<file path="config.mk">
export PLATFORM = sky130hd
export DESIGN_NAME = cdc_xfer_arb
export DESIGN_NICKNAME = d
export VERILOG_FILES = /design/src/rtl/cdc_pkg.sv /design/src/rtl/cdc_sync.sv /design/src/rtl/cdc_xfer_arb.sv
export SDC_FILE = /design/constraint.sdc
export NUM_CORES = 1
export LEC_CHECK = 0
export BUFFER_PORTS_ARGS = -buffer_cell sky130_fd_sc_hd__buf_4
export CORE_UTILIZATION = 47
export DETAILED_ROUTE_END_ITERATION = 8
export GPL_TIMING_DRIVEN = 0
export PLACE_DENSITY = 0.84
export SLEW_MARGIN = 20
export SYNTH_ARGS = -nofsm -noshare
export SYNTH_HDL_FRONTEND = slang
export SYNTH_SLANG_ARGS = --single-unit
</file>
<file path="constraint.sdc">
create_clock -name clk_i -period 3.2 [get_ports clk_i]
set_clock_uncertainty 0.2 [all_clocks]
set_input_delay 0.16 -clock clk_i [delete_from_list [all_inputs] [get_ports clk_i]]
set_output_delay 0.16 -clock clk_i [all_outputs]
set_load 0.02 [all_outputs]
</file>
<file path="src/rtl/cdc_pkg.sv">
// -----------------------------------------------------------------------------
// cdc_pkg
// Shared types and helpers for the source-side CDC transfer arbiter.
//   cdc_xfer_state_e : controller state (IDLE = may grant, WAIT = transfer
//                      outstanding, waiting for the toggled acknowledge)
//   id_width()       : width of a requester index, never less than one bit
// -----------------------------------------------------------------------------
package cdc_pkg;

    typedef enum logic {
        IDLE,
        WAIT
    } cdc_xfer_state_e;

    function automatic int unsigned id_width(input int unsigned n);
        return (n > 1) ? $clog2(n) : 1;
    endfunction

endpackage

</file>
<file path="src/rtl/cdc_sync.sv">
// -----------------------------------------------------------------------------
// cdc_sync
// Multi-flop synchronizer for signals arriving from another clock domain.
// The reset is synchronous and active-low so it can share the local reset tree.
//   clk_i   : destination-domain clock
//   rst_n_i : synchronous active-low reset, clears every stage
//   d_i     : asynchronous input
//   q_o     : d_i delayed by STAGE flops
// -----------------------------------------------------------------------------
module cdc_sync #(
    parameter int unsigned STAGE      = 2,
    parameter int unsigned DATA_WIDTH = 1
) (
    input  logic                  clk_i,
    input  logic                  rst_n_i,
    input  logic [DATA_WIDTH-1:0] d_i,
    output logic [DATA_WIDTH-1:0] q_o
);

    logic [DATA_WIDTH-1:0] sync_q [STAGE];

    always_ff @(posedge clk_i) begin
        if (!rst_n_i) begin
            for (int unsigned i = 0; i < STAGE; i++) begin
                sync_q[i] <= '0;
            end
        end else begin
            sync_q[0] <= d_i;
            for (int unsigned i = 1; i < STAGE; i++) begin
                sync_q[i] <= sync_q[i-1];
            end
        end
    end

    assign q_o = sync_q[STAGE-1];

endmodule

</file>
<file path="src/rtl/cdc_xfer_arb.sv">
// -----------------------------------------------------------------------------
// cdc_xfer_arb
// Source-side controller sharing one 2-phase bundled-data CDC channel between
// N_REQ requesters. A round-robin arbiter picks one requester, its word is
// captured into a holding register, xfer_req_o is toggled, and no further
// grant is made until the destination's toggled acknowledge (synchronized
// here) matches the request level again.
//
// Ports
//   clk_i        : source-domain clock
//   rst_i        : synchronous active-high reset
//   req_valid_i  : per-requester valid
//   req_ready_o  : per-requester ready, one-hot or zero
//   req_dat_i    : flattened payloads, requester k at [k*DATA_WIDTH +: DATA_WIDTH]
//   xfer_req_o   : registered request toggle to the destination
//   xfer_ack_i   : asynchronous acknowledge toggle from the destination
//   xfer_dat_o   : registered held payload
//   xfer_id_o    : registered index of the granted requester
//   busy_o       : high while a transfer is outstanding
//   done_o       : one-cycle pulse when the acknowledge is seen
//   err_o        : sticky protocol error (acknowledge moved while idle)
// -----------------------------------------------------------------------------
module cdc_xfer_arb
    import cdc_pkg::*;
#(
    parameter  int unsigned N_REQ      = 2,
    parameter  int unsigned DATA_WIDTH = 32,
    parameter  int unsigned STAGE      = 2,
    localparam int unsigned ID_WIDTH   = id_width(N_REQ)
) (
    input  logic                        clk_i,
    input  logic                        rst_i,
    input  logic [N_REQ-1:0]            req_valid_i,
    output logic [N_REQ-1:0]            req_ready_o,
    input  logic [N_REQ*DATA_WIDTH-1:0] req_dat_i,
    output logic                        xfer_req_o,
    input  logic                        xfer_ack_i,
    output logic [DATA_WIDTH-1:0]       xfer_dat_o,
    output logic [ID_WIDTH-1:0]         xfer_id_o,
    output logic                        busy_o,
    output logic                        done_o,
    output logic                        err_o
);

    // One extra bit so ptr + offset can exceed N_REQ-1 before wrapping.
    localparam int unsigned CW = ID_WIDTH + 1;

    cdc_xfer_state_e     state_q;
    cdc_xfer_state_e     state_d;
    logic [ID_WIDTH-1:0] ptr_q;
    logic [ID_WIDTH-1:0] ptr_next;

    logic                ack_s;
    logic                ack_pend;

    logic [CW-1:0]       cand;
    logic                grant_vld;
    logic [ID_WIDTH-1:0] grant_idx;
    logic [DATA_WIDTH-1:0] grant_dat;
    logic                capture;

    // -------------------------------------------------------------------------
    // Acknowledge synchronizer
    // -------------------------------------------------------------------------
    cdc_sync #(
        .STAGE      (STAGE),
        .DATA_WIDTH (1)
    ) u_ack_sync (
        .clk_i   (clk_i),
        .rst_n_i (~rst_i),
        .d_i     (xfer_ack_i),
        .q_o     (ack_s)
    );

    assign ack_pend = (ack_s != xfer_req_o);

    // -------------------------------------------------------------------------
    // Round-robin arbiter: walk the requesters starting at ptr_q, wrapping
    // modulo N_REQ, and take the first valid one. ptr_q < N_REQ always, so a
    // single conditional subtract is enough for the wrap.
    // -------------------------------------------------------------------------
    always_comb begin
        grant_vld = 1'b0;
        grant_idx = '0;
        cand      = '0;
        for (int unsigned i = 0; i < N_REQ; i++) begin
            cand = {1'b0, ptr_q} + CW'(i);
            if (cand >= CW'(N_REQ)) begin
                cand = cand - CW'(N_REQ);
            end
            if (!grant_vld && req_valid_i[cand[ID_WIDTH-1:0]]) begin
                grant_vld = 1'b1;
                grant_idx = cand[ID_WIDTH-1:0];
            end
        end
    end

    always_comb begin
        grant_dat = '0;
        for (int unsigned k = 0; k < N_REQ; k++) begin
            if (grant_idx == ID_WIDTH'(k)) begin
                grant_dat = req_dat_i[k*DATA_WIDTH +: DATA_WIDTH];
            end
        end
    end

    assign ptr_next = (grant_idx == ID_WIDTH'(N_REQ - 1)) ? '0 : grant_idx + 1'b1;

    // -------------------------------------------------------------------------
    // Controller FSM
    // -------------------------------------------------------------------------
    always_ff @(posedge clk_i) begin
        if (rst_i) begin
            state_q <= IDLE;
        end else begin
            state_q <= state_d;
        end
    end

    always_comb begin
        state_d     = state_q;
        req_ready_o = '0;
        capture     = 1'b0;
        busy_o      = 1'b0;
        done_o      = 1'b0;
        unique case (state_q)
            IDLE: begin
                // A mismatched acknowledge while idle blocks all grants until
                // it returns to the request level.
                if (grant_vld && !ack_pend) begin
                    req_ready_o = N_REQ'(1) << grant_idx;
                    capture     = 1'b1;
                    state_d     = WAIT;
                end
            end
            WAIT: begin
                busy_o = 1'b1;
                if (!ack_pend) begin
                    done_o  = 1'b1;
                    state_d = IDLE;
                end
            end
        endcase
    end

    // -------------------------------------------------------------------------
    // Holding register, request toggle, pointer and error flag
    // -------------------------------------------------------------------------
    always_ff @(posedge clk_i) begin
        if (rst_i) begin
            xfer_req_o <= 1'b0;
            xfer_dat_o <= '0;
            xfer_id_o  <= '0;
            ptr_q      <= '0;
            err_o      <= 1'b0;
        end else begin
            if (capture) begin
                xfer_req_o <= ~xfer_req_o;
                xfer_dat_o <= grant_dat;
                xfer_id_o  <= grant_idx;
                ptr_q      <= ptr_next;
            end
            // xfer_req_o only moves on the edge that enters WAIT, so a pending
            // acknowledge observed in IDLE can only come from ack_s changing.
            if (state_q == IDLE && ack_pend) begin
                err_o <= 1'b1;
            end
        end
    end

endmodule

</file>
==> insert_results.sql <==
INSERT INTO impl_metrics (metric_group, metric, value, unit) VALUES
('outcome', 'status', 'finished, final reports clean', ''),
('worst_setup_path', 'critPathCaptureType', 'primary output', ''),
('layout', 'final_core_utilization', '84.7', '%'),
('floorplan', 'coreArea', '3800', 'um2'),
('global_routing', 'grt_antenna_before_repair', '0', ''),
('pwr', 'pwr-share-clk', '22.8', '%'),
('pwr', 'p_int', '1.04', 'mW'),
('drt', 'routed_wl', '7.10', 'mm'),
('min_path', 'worst_hold_path.endpoint', 'xfer_dat_o[18]', ''),
('layout', 'layout.area.seq', '781', 'um2'),
('placement', 'place_congestion', '0.866', ''),
('worst_setup_path', 'critical-path-max-stage-delay', '430', 'ps'),
('layout', 'fin_nets', '438', ''),
('floorplan', 'std_cell_rows', '22', ''),
('layout', 'area_growth', '65.9', '%'),
('clock_tree', 'cts_made_buffers', '5', ''),
('placement', 'numPlacedInstances', '377', ''),
('drt', 'wire_per_inst', '17.0', 'um'),
('clock_tree', 'post-cts-setup-buffer-count', '0', ''),
('clock_tree', 'path_clk_slew', '70', 'ps'),
('placement', 'placed_cell_area', '2790', 'um2'),
('global_routing', 'grt_overflow_total', '0', ''),
('clock_tree', 'cts_buffer_depth', '2', ''),
('layout', 'final_cell_area', '3220', 'um2'),
('job', 'max_cap_violations', '0', ''),
('drt', 'drt-vias-per-instance', '5.82', ''),
('logic_synthesis', 'yosysTopAreaCell', 'sky130_fd_sc_hd__dfxtp_1', ''),
('logic_synthesis', 'synth.distinct_cells', '20', ''),
('logic_synthesis', 'postSynthRegisterBits', '39', ''),
('worst_setup_path', 'cp-start-kind', 'register', ''),
('logic_synthesis', 'synth.area.top_cells', 'sky130_fd_sc_hd__dfxtp_1, sky130_fd_sc_hd__a311oi_1, sky130_fd_sc_hd__a211oi_1, sky130_fd_sc_hd__a21oi_1, sky130_fd_sc_hd__o21ai_0', ''),
('worst_setup_path', 'timing.critical_path.required', '2840', 'ps'),
('worst_setup_path', 'slowest_cell_on_crit_path', 'sky130_fd_sc_hd__clkbuf_1', ''),
('placement', 'portBuffers', '105', ''),
('timing', 'timing.max_slew.rel_slack', '65.9', '%'),
('logic_synthesis', 'post-synth-top-area-fraction', '40.3', '%'),
('worst_setup_path', 'path_depth', '5', ''),
('logic_synthesis', 'synth_fp_nets', '293', ''),
('timing', 'max_clk_rate', '0.434', 'GHz'),
('timing', 'final.setup.worst_slack', '898', 'ps'),
('timing', 'finalSetupViolCount', '0', ''),
('logic_synthesis', 'synth-warning-count', '0', ''),
('clock_tree', 'clock_tree_from_tritoncts', 'built', ''),
('clock_tree', 'clock_latency', '290', 'ps'),
('placement', 'pre_cts_ws', '1260', 'ps'),
('floorplan', 'dieArea', '4390', 'um2'),
('min_path', 'hold_class', 'input pin to register', ''),
('global_routing', 'first_pass_grt_wire_length', '11.3', 'mm'),
('timing', 'finalWorstPathRequiredPeriod', '2300', 'ps'),
('worst_setup_path', 'r2r-end', 'xfer_dat_o[23]', ''),
('worst_setup_path', 'timing_worst_setup_path_type', 'register to primary output', ''),
('floorplan', 'start_util', '51.1', '%'),
('timing', 'fin_worst_hold_slack', '67.4', 'ps'),
('timing', 'timing.setup.tns', '0', 'ps'),
('pwr', 'p_comb_share', '39.9', '%'),
('clock_tree', 'cts.htree.levels', '2', ''),
('logic_synthesis', 'seq_area_frac_synth', '40.3', '%'),
('global_routing', 'track_usage', '33.9', '%'),
('worst_setup_path', 'worst_r2r_path_depth', '4', ''),
('drt', 'dr_total_vias', '2432', ''),
('worst_setup_path', 'critical_path_buf_inv_count', '3', ''),
('drt', 'drt.antenna.violating_nets', '0', ''),
('clock_tree', 'cts.sink_count', '39', ''),
('floorplan', 'design.portCount', '108', ''),
('timing', 'final_count_of_pins_violating_max_slew', '0', ''),
('min_path', 'timing.hold.worst_path_depth', '3', ''),
('pwr', 'power.switching_fraction', '34.8', '%'),
('floorplan', 'die_height', '66.2', 'um'),
('layout', 'top_library_cells_by_usage_in_the_layout_fill_and_taps_aside', 'sky130_fd_sc_hd__buf_4, sky130_fd_sc_hd__dfxtp_1, sky130_fd_sc_hd__a21oi_1', ''),
('drt', 'drc', '0', ''),
('worst_setup_path', 'crit_family', 'buffers and inverters', '');
[Yosys cell counts, drive strengths merged]
cell,number
dfxtp,39
a211oi,33
nand4,1
nand2,2
xor2,1
nand2b,1
o21ba,1
o21ai,33
a21oi,36
nor2b,3
a311oi,33
xnor2,1
o21bai,1
inv,3
nor2,5
clkbuf,15
buf,16
[worst reg2reg max path, cell delays in order, from the launching register on]
cell	delay, ps
sky130_fd_sc_hd__dfxtp_1	380
sky130_fd_sc_hd__xnor2_2	420
sky130_fd_sc_hd__clkbuf_1	430
sky130_fd_sc_hd__a21oi_1	140
sky130_fd_sc_hd__a211oi_1	310
[what timing repair did]
| action | CTS | global route |
|---|---|---|
| gates resized for setup | 0 | 0 |
| endpoints found under the hold margin | 33 | 0 |
| hold buffers | 33 | 0 |
[sequential cells by signal (all words and copies together) (netlist names)]
name               count
u_ack_sync.sync_q      2
err_o                  1
ptr_q                  1
xfer_req_o             1
xfer_id_o              1
xfer_dat_o            32
state_q                1
[power groups by stage]
stage          Sequential, mW  Clock [mW]  Combinational [mW]
2_1_floorplan           0.683           0               0.271
3_3_place_gp            0.603           0               0.583
3_5_place_dp            0.604           0               0.591
4_1_cts                 0.595       0.368               0.624
5_1_grt                 0.603       0.392               0.684
6_report                0.596       0.364               0.638
[cell families after synthesis]
group	count (synthesis)	synth area share (%)
AO/OA/AOI/OAI	137	46.4
XOR/XNOR	2	1.68
buffers and inverters	34	8.71
flip-flops	39	40.3
AND/OR/NAND/NOR	12	2.97
[worst max path at each step]
stage	to	slack [ps]
final	req_ready_o[1]	900
after global routing	req_ready_o[1]	730
after CTS	req_ready_o[1]	900
after detailed placement	req_ready_o[0]	1260
after global placement	req_ready_o[0]	1230
after floorplan	req_ready_o[0]	1380
[routing by layer]
| metal | vias to the layer above | part of all wire [%] | routed length [um] | global-route usage [%] |
|---|---|---|---|---|
| met1 | 1098 | 40 | 2880 | 40.1 |
| met5 | - | 0 | 0 | 0 |
| met4 | 0 | 2.6 | 187 | 13.6 |
| li1 | 1170 | - | - | - |
| met3 | 19 | 8.7 | 617 | 10.9 |
| met2 | 145 | 48 | 3420 | 56.1 |
[final cells by class]
type                            count  area share, %
Timing Repair Buffer              138           34.8
Tap cell                           48           1.87
Clock buffer                        8           3.11
Inverter                            3          0.350
Buffer                             31           4.90
Sequential cell                    39           24.3
Multi-Input combinational cell    151           30.8
Power figures use the tool's default switching activity.
